<file path="config.mk">
export PLATFORM = sky130hd
export DESIGN_NAME = lcd_frame_scheduler_flat
export DESIGN_NICKNAME = d
export VERILOG_FILES = /design/src/rtl/lcd_frame_scheduler_if.sv /design/src/rtl/lcd_frame_scheduler.sv /design/src/flat_wrapper.sv
export SDC_FILE = /design/constraint.sdc
export NUM_CORES = 2
export LEC_CHECK = 0
export BUFFER_PORTS_ARGS = -buffer_cell sky130_fd_sc_hd__buf_2
export CAP_MARGIN = 10
export CORE_UTILIZATION = 30
export CTS_BUF_LIST = sky130_fd_sc_hd__clkbuf_16
export DETAILED_ROUTE_END_ITERATION = 7
export PLACE_DENSITY_LB_ADDON = 0.1
export REMOVE_ABC_BUFFERS = 1
export SYNTH_ARGS = -nofsm -noshare
export SYNTH_HDL_FRONTEND = slang
export SYNTH_SLANG_ARGS = --single-unit
</file>
<file path="constraint.sdc">
create_clock -name iCLK -period 8.59 [get_ports iCLK]
set_input_delay 0.4295 -clock iCLK [delete_from_list [all_inputs] [get_ports iCLK]]
set_output_delay 0.4295 -clock iCLK [all_outputs]
set_load 0.005 [all_outputs]
</file>
<file path="src/rtl/lcd_frame_scheduler_if.sv">
// Line contents, redraw request and LCD byte-writer handshake bundled between
// the character converters, the frame scheduler and the byte writer.
interface lcd_frame_scheduler_if;
    localparam int unsigned LINE_W = 144;
    localparam int unsigned DATA_W = 8;
    localparam int unsigned IDX_W  = 6;

    logic [LINE_W-1:0] iLine1;
    logic [LINE_W-1:0] iLine2;
    logic              iRefresh;
    logic [DATA_W-1:0] oWrData;
    logic              oWrRS;
    logic              oWrStart;
    logic              iWrDone;
    logic              oBusy;
    logic              oFrameDone;
    logic [IDX_W-1:0]  oIndex;

    modport master (
        input  iLine1, iLine2, iRefresh, iWrDone,
        output oWrData, oWrRS, oWrStart, oBusy, oFrameDone, oIndex
    );

    modport slave (
        output iLine1, iLine2, iRefresh, iWrDone,
        input  oWrData, oWrRS, oWrStart, oBusy, oFrameDone, oIndex
    );
endinterface

</file>
<file path="src/rtl/lcd_frame_scheduler.sv">
// Walks the 38-entry LCD frame (init commands, line 1, line change, line 2)
// through the byte-writer handshake, drawing from snapshots taken at frame start.
module lcd_frame_scheduler #(
    parameter int unsigned DLY_CYCLES   = 262143,
    parameter bit          AUTO_REFRESH = 1'b1
) (
    input  logic                  iCLK,
    input  logic                  iRST,
    lcd_frame_scheduler_if.master bus
);
    localparam int unsigned CHAR_W     = 9;
    localparam int unsigned NCHARS     = 16;
    localparam int unsigned LINE_W     = CHAR_W * NCHARS;
    localparam int unsigned DATA_W     = 8;
    localparam int unsigned IDX_W      = 6;
    localparam int unsigned LAST_IDX   = 37;
    localparam int unsigned RESUME_IDX = 4;
    localparam int unsigned LINE1_BASE = 5;
    localparam int unsigned LINE2_CMD  = 21;
    localparam int unsigned LINE2_BASE = 22;
    localparam int unsigned CNT_W      = (DLY_CYCLES > 1) ? $clog2(DLY_CYCLES) : 1;

    typedef enum logic [2:0] {IDLE, ISSUE, WAIT, DELAY, NEXT} state_t;

    state_t              state;
    logic [LINE_W-1:0]   snap1;
    logic [LINE_W-1:0]   snap2;
    logic [CNT_W-1:0]    cnt;
    logic [IDX_W-1:0]    idx;
    logic [DATA_W-1:0]   wr_data;
    logic                wr_rs;
    logic                wr_start;
    logic                busy;
    logic                frame_done;
    logic                armed;
    logic                init_pending;
    logic                refresh_pending;

    logic                changed_c;
    logic                start_c;
    logic [CHAR_W-1:0]   entry_c;

    // Character pos of a packed line; char 0 sits in the top bits.
    function automatic logic [CHAR_W-1:0] char_at(input logic [LINE_W-1:0] line,
                                                  input logic [31:0]       pos);
        return line[(LINE_W - 1) - pos * CHAR_W -: CHAR_W];
    endfunction

    // Frame table lookup for the current index.
    always_comb begin
        entry_c = '0;
        if (idx < IDX_W'(LINE1_BASE)) begin
            case (idx)
                6'd0:    entry_c = 9'h038;
                6'd1:    entry_c = 9'h00C;
                6'd2:    entry_c = 9'h001;
                6'd3:    entry_c = 9'h006;
                default: entry_c = 9'h080;
            endcase
        end else if (idx < IDX_W'(LINE2_CMD)) begin
            entry_c = char_at(snap1, 32'(idx - IDX_W'(LINE1_BASE)));
        end else if (idx == IDX_W'(LINE2_CMD)) begin
            entry_c = 9'h0C0;
        end else if (idx <= IDX_W'(LAST_IDX)) begin
            entry_c = char_at(snap2, 32'(idx - IDX_W'(LINE2_BASE)));
        end
    end

    always_comb begin
        changed_c = AUTO_REFRESH && ({bus.iLine1, bus.iLine2} != {snap1, snap2});
        start_c   = init_pending || refresh_pending || bus.iRefresh || changed_c;
    end

    always_ff @(posedge iCLK) begin
        if (iRST) begin
            state           <= IDLE;
            snap1           <= '0;
            snap2           <= '0;
            cnt             <= '0;
            idx             <= '0;
            wr_data         <= '0;
            wr_rs           <= 1'b0;
            wr_start        <= 1'b0;
            busy            <= 1'b0;
            frame_done      <= 1'b0;
            armed           <= 1'b0;
            init_pending    <= 1'b1;
            refresh_pending <= 1'b0;
        end else begin
            frame_done <= 1'b0;
            busy       <= (state != IDLE);
            // Requests seen mid-frame coalesce into one pending redraw.
            if (bus.iRefresh || (changed_c && (state != IDLE))) begin
                refresh_pending <= 1'b1;
            end
            case (state)
                IDLE: begin
                    if (start_c) begin
                        snap1           <= bus.iLine1;
                        snap2           <= bus.iLine2;
                        refresh_pending <= 1'b0;
                        idx             <= init_pending ? '0 : IDX_W'(RESUME_IDX);
                        state           <= ISSUE;
                    end
                end
                ISSUE: begin
                    wr_rs    <= entry_c[CHAR_W-1];
                    wr_data  <= entry_c[DATA_W-1:0];
                    wr_start <= 1'b1;
                    armed    <= 1'b0;
                    state    <= WAIT;
                end
                WAIT: begin
                    // Done must be seen low first so the previous write's done is ignored.
                    if (!bus.iWrDone) begin
                        armed <= 1'b1;
                    end
                    if (armed && bus.iWrDone) begin
                        wr_start <= 1'b0;
                        cnt      <= '0;
                        state    <= DELAY;
                    end
                end
                DELAY: begin
                    cnt <= cnt + CNT_W'(1);
                    if (cnt == CNT_W'(DLY_CYCLES - 1)) begin
                        state <= NEXT;
                    end
                end
                NEXT: begin
                    if (idx == IDX_W'(LAST_IDX)) begin
                        frame_done   <= 1'b1;
                        init_pending <= 1'b0;
                        state        <= IDLE;
                    end else begin
                        idx   <= idx + IDX_W'(1);
                        state <= ISSUE;
                    end
                end
                default: state <= IDLE;
            endcase
        end
    end

    assign bus.oWrData    = wr_data;
    assign bus.oWrRS      = wr_rs;
    assign bus.oWrStart   = wr_start;
    assign bus.oBusy      = busy;
    assign bus.oFrameDone = frame_done;
    assign bus.oIndex     = idx;
endmodule

</file>
<file path="src/flat_wrapper.sv">
// flat-port wrapper written by rule: the top's interface ports become plain ports
module lcd_frame_scheduler_flat 
#(
    parameter int unsigned DLY_CYCLES   = 262143,
    parameter bit          AUTO_REFRESH = 1'b1
)
  (iCLK, iRST, bus_iLine1, bus_iLine2, bus_iRefresh, bus_iWrDone, bus_oWrData, bus_oWrRS, bus_oWrStart, bus_oBusy, bus_oFrameDone, bus_oIndex);
  lcd_frame_scheduler_if bus_i ();
  input  logic iCLK;
  input  logic iRST;
  input wire logic [$bits(bus_i.iLine1)-1:0] bus_iLine1;
  input wire logic [$bits(bus_i.iLine2)-1:0] bus_iLine2;
  input wire logic [$bits(bus_i.iRefresh)-1:0] bus_iRefresh;
  input wire logic [$bits(bus_i.iWrDone)-1:0] bus_iWrDone;
  output wire logic [$bits(bus_i.oWrData)-1:0] bus_oWrData;
  output wire logic [$bits(bus_i.oWrRS)-1:0] bus_oWrRS;
  output wire logic [$bits(bus_i.oWrStart)-1:0] bus_oWrStart;
  output wire logic [$bits(bus_i.oBusy)-1:0] bus_oBusy;
  output wire logic [$bits(bus_i.oFrameDone)-1:0] bus_oFrameDone;
  output wire logic [$bits(bus_i.oIndex)-1:0] bus_oIndex;
  assign bus_i.iLine1 = bus_iLine1;
  assign bus_i.iLine2 = bus_iLine2;
  assign bus_i.iRefresh = bus_iRefresh;
  assign bus_i.iWrDone = bus_iWrDone;
  assign bus_oWrData = bus_i.oWrData;
  assign bus_oWrRS = bus_i.oWrRS;
  assign bus_oWrStart = bus_i.oWrStart;
  assign bus_oBusy = bus_i.oBusy;
  assign bus_oFrameDone = bus_i.oFrameDone;
  assign bus_oIndex = bus_i.oIndex;
  lcd_frame_scheduler #(.DLY_CYCLES(DLY_CYCLES), .AUTO_REFRESH(AUTO_REFRESH)) u_core (.iCLK(iCLK), .iRST(iRST), .bus(bus_i));
endmodule
</file>
==> run_results.csv <==
group,metric,value,unit
run_status,status,"finished, violations left",
run_status,violations,"design-rule violations",
yosys,synth_top_family_by_area,"multiplexers",
setup_path,cp.buffers_inverters,3,
clock_tree,cts_resized,0,
job,drv_cap,0,
yosys,netlist_instances,3492,
floorplanning,start_util,0.303,
finish,fin_nets,3961,
worst_hold_path,hold_class,"in -> reg",
placed_design,hpwl,118000,um
drt,vias,28900,
yosys,netlist.area_leader.share,0.222,
timing,finClkSkew,0.0465,ns
yosys,syn-cell-area,0.0298,mm2
drt,drt_wl_total,147000,um
drt,post_drt_wl_per_cell,29.7,um
drt,viasPerCell,5.82,
clock_tree,clock-sinks,330,
yosys,yosysWarnings,0,
timing,period_share,0.791,
placed_design,dp_cells,4875,
setup_path,startpoint,"u_core.bus.oIndex[0]$_SDFFE_PP0P_",
setup_path,arrival,7.35,ns
grt,grt_pass1_vias,27000,
setup_path,timing.rr.end,"u_core.bus.oWrData[0]$_SDFFE_PP0P_",
worst_hold_path,hold_path_startpoint,"bus_iLine2[7]",
setup_path,cpPeakStageDelay,0.88,ns
yosys,ys.flop_type,"dfxtp_1",
setup_path,r2r_cells,19,
finish,final_layout_size_suffix_gt1_frac,0.187,
finish,stdcell_count,4958,
yosys,synth_top_cell_by_area,"dfxtp_1",
grt,grt_pass1_wl,206000,um
timing,hold_violations,0,
clock_tree,post_cts_buffers,0,
drt,drtIter0Drc,2663,
timing,max-slew-margin-rel,0.172,
grt,busiest_layer,"met2",
yosys,synth_cell_types,78,
timing,slew_violations,0,
setup_path,ff2ff_setup_slack,1.79,ns
clock_tree,cts_made_buffers,44,
power,max-vdd-ir-drop,129,uV
yosys,syn_avg_cell_area,8.52,um2
setup_path,r2r-start,"u_core.bus.oIndex[0]$_SDFFE_PP0P_",
finish,final_cell_mix,"nor2_1 (476), mux2i_1 (469), dfxtp_1 (328)",
floorplanning,core.rowCount,115,
timing,rsz0062_at_grt,"no",
timing,min_period,6.80,ns
yosys,synthAdderAreaFrac,0.0152,
floorplanning,dieArea,0.100,mm2
floorplanning,die_height,317,um
grt,grtUsageMet1,0.397,
clock_tree,cts_tree,"done",
placed_design,place_area,0.0323,mm2
yosys,synth.area.top_cells,"dfxtp_1 (22%), mux2i_1 (16%), mux4_2 (14%)",
setup_path,path_cells,"inv_6, ha_4, nor2b_1, nor2_1, xnor2_1, fa_1, inv_1, ha_1, a21oi_1, o21ai_1, o311ai_1, or2_1, buf_4, nand2_1, mux2_2, o22ai_1, a21oi_1, a2111oi_0, o41a_1",
drt,drc_errors,4,
setup_path,end_kind,"flip-flop",
timing,finalSetupViolCount,0,
floorplanning,io-pin-count,310,
setup_path,cp_top_family,"compound AO/OA/AOI/OAI gates",
finish,stdcell_area,0.0337,mm2
clock_tree,h-tree-depth,2,
clock_tree,insertion_delay,0.65,ns
yosys,synthMuxAreaShare,0.324,
grt,grt_antenna_before_repair,11,
setup_path,crit_fanout,52,
placed_design,portBuffers,309,
grt,overflow,0,
timing,hold_slack,0.0462,ns
finish,mostFrequentLayoutCell,"nor2_1",
timing,worstMarginPinSlew,1.23,ns
grt,grt_use_total,0.287,
setup_path,criticalPathCategory,"reg -> reg",
yosys,synth_compound_area_frac,0.136,
timing,max_clock_freq,147,MHz
yosys,synth-edff-count,0,
drt,ant_nets,0,
yosys,synth_xor_area_frac,0.0848,
yosys,synth-seq-cells,330,
setup_path,slowest_stage,"or2_1",
clock_tree,hold_buffers,0,
yosys,synth-simple-area-share,0.169,
grt,grt_max_degree,123,
worst_hold_path,worstHoldPathCells,3,
setup_path,cp.required,9.14,ns
finish,area_growth,13.3,%
floorplanning,coreArea,0.0983,mm2
worst_hold_path,min_to,"u_core.snap2[7]$_SDFFE_PP0P_",
floorplanning,die-width,317,um
setup_path,setup.worst_path.start_class,"flip-flop",
yosys,yosysSeqAreaShare,0.222,
power,leakagePower,0.0134,uW
clock_tree,root_buffer,"clkbuf_16",
placed_design,routabilityCongestion,0.988,
power,power.density,154,mW/mm2
clock_tree,clockBufferDepth,3,
setup_path,cp_common_cell,"a21oi_1",
drt,first_pass_iters,8,
yosys,ys_async_sr_fraction,0,
grt,met3_usage,0.0489,
clock_tree,clk_pin_slew,0.06,ns
grt,grtUsageMet2,0.441,
-- worst max path at each step --
stage / end / slack, ns / depth (start not counted)
2_1_floorplan: u_core.bus.oIndex[0]$_SDFFE_PP0P_ / -18.00 / 8
3_3_place_gp: u_core.bus.oWrData[0]$_SDFFE_PP0P_ / 2.17 / 19
3_5_place_dp: u_core.bus.oWrData[0]$_SDFFE_PP0P_ / 2.09 / 19
4_1_cts: u_core.bus.oWrData[0]$_SDFFE_PP0P_ / 2.02 / 19
5_1_grt: u_core.bus.oWrData[6]$_SDFFE_PP0P_ / 1.50 / 21
6_report: u_core.bus.oWrData[0]$_SDFFE_PP0P_ / 1.79 / 19
-- power by group --
part | switching (uW) | internal [uW]
Sequential | 310 | 1670
Clock | 802 | 985
Combinational | 810 | 595
-- worst min-delay path, delay by kind of cell --
family | cells | cell delay (ns)
muxes | 1 | 0.06
buffers and inverters | 1 | 0.09
and+or+nand+nor | 1 | 0.07
-- through the flow --
step                setup slack [ns]  utilization  TNS [ns]  power [uW]
global placement                2.17        0.329         0        3400
global route                    1.50        0.343         0        5390
finish                          1.79        0.343         0        5170
CTS                             2.02        0.343         0        5210
floorplan                     -18.00            -  -5043.63        3140
detailed placement              2.09        0.329         0        3390
-- area by class of cell --
type,count,area (um2)
Antenna cell,3,7.51
Clock buffer,45,1130
Clock inverter,35,215
Fill cell,10400,64600
Inverter,67,256
Multi-Input combinational cell,2824,21800
Sequential cell,330,6610
Tap cell,1287,1610
Timing Repair Buffer,367,2050
-- cells in the mapped netlist (84+ instances only) --
cell type  instances
nand2_1          306
clkbuf_1         132
a21oi_1          214
mux2i_1          469
xnor2_1          147
o21ai_0          123
buf_2             84
dfxtp_1          330
nor2_1           477
xor2_1           141
mux4_2           188
-- cell families (layout without fill, tap and decap cells) --
kind of cell,Yosys count,count (layout)
simple gates,1135,1135
mux,721,721
compound gates,645,645
buf+inv,338,514
flops,330,330
xor+xnor,288,288
fa+ha+maj,35,35
other cells,0,3
-- layer usage --
layer | part of all wire | routed length (um) | up-vias
met5 | 0.00039 | 57 | -
met1 | 0.44 | 65200 | 14400
met3 | 0.071 | 10500 | 187
li1 | - | - | 13100
met4 | 0.046 | 6790 | 8
met2 | 0.44 | 65000 | 1200
-- flip-flops by register name (all words and copies together), names as in the netlist --
register,count
u_core.armed,1
u_core.bus.oBusy,1
u_core.bus.oFrameDone,1
u_core.bus.oIndex,6
u_core.bus.oWrData,8
u_core.bus.oWrRS,1
u_core.bus.oWrStart,1
u_core.cnt,18
u_core.init_pending,1
u_core.refresh_pending,1
u_core.snap1,144
u_core.snap2,144
u_core.state,3
(Power assumes the default switching activity.)
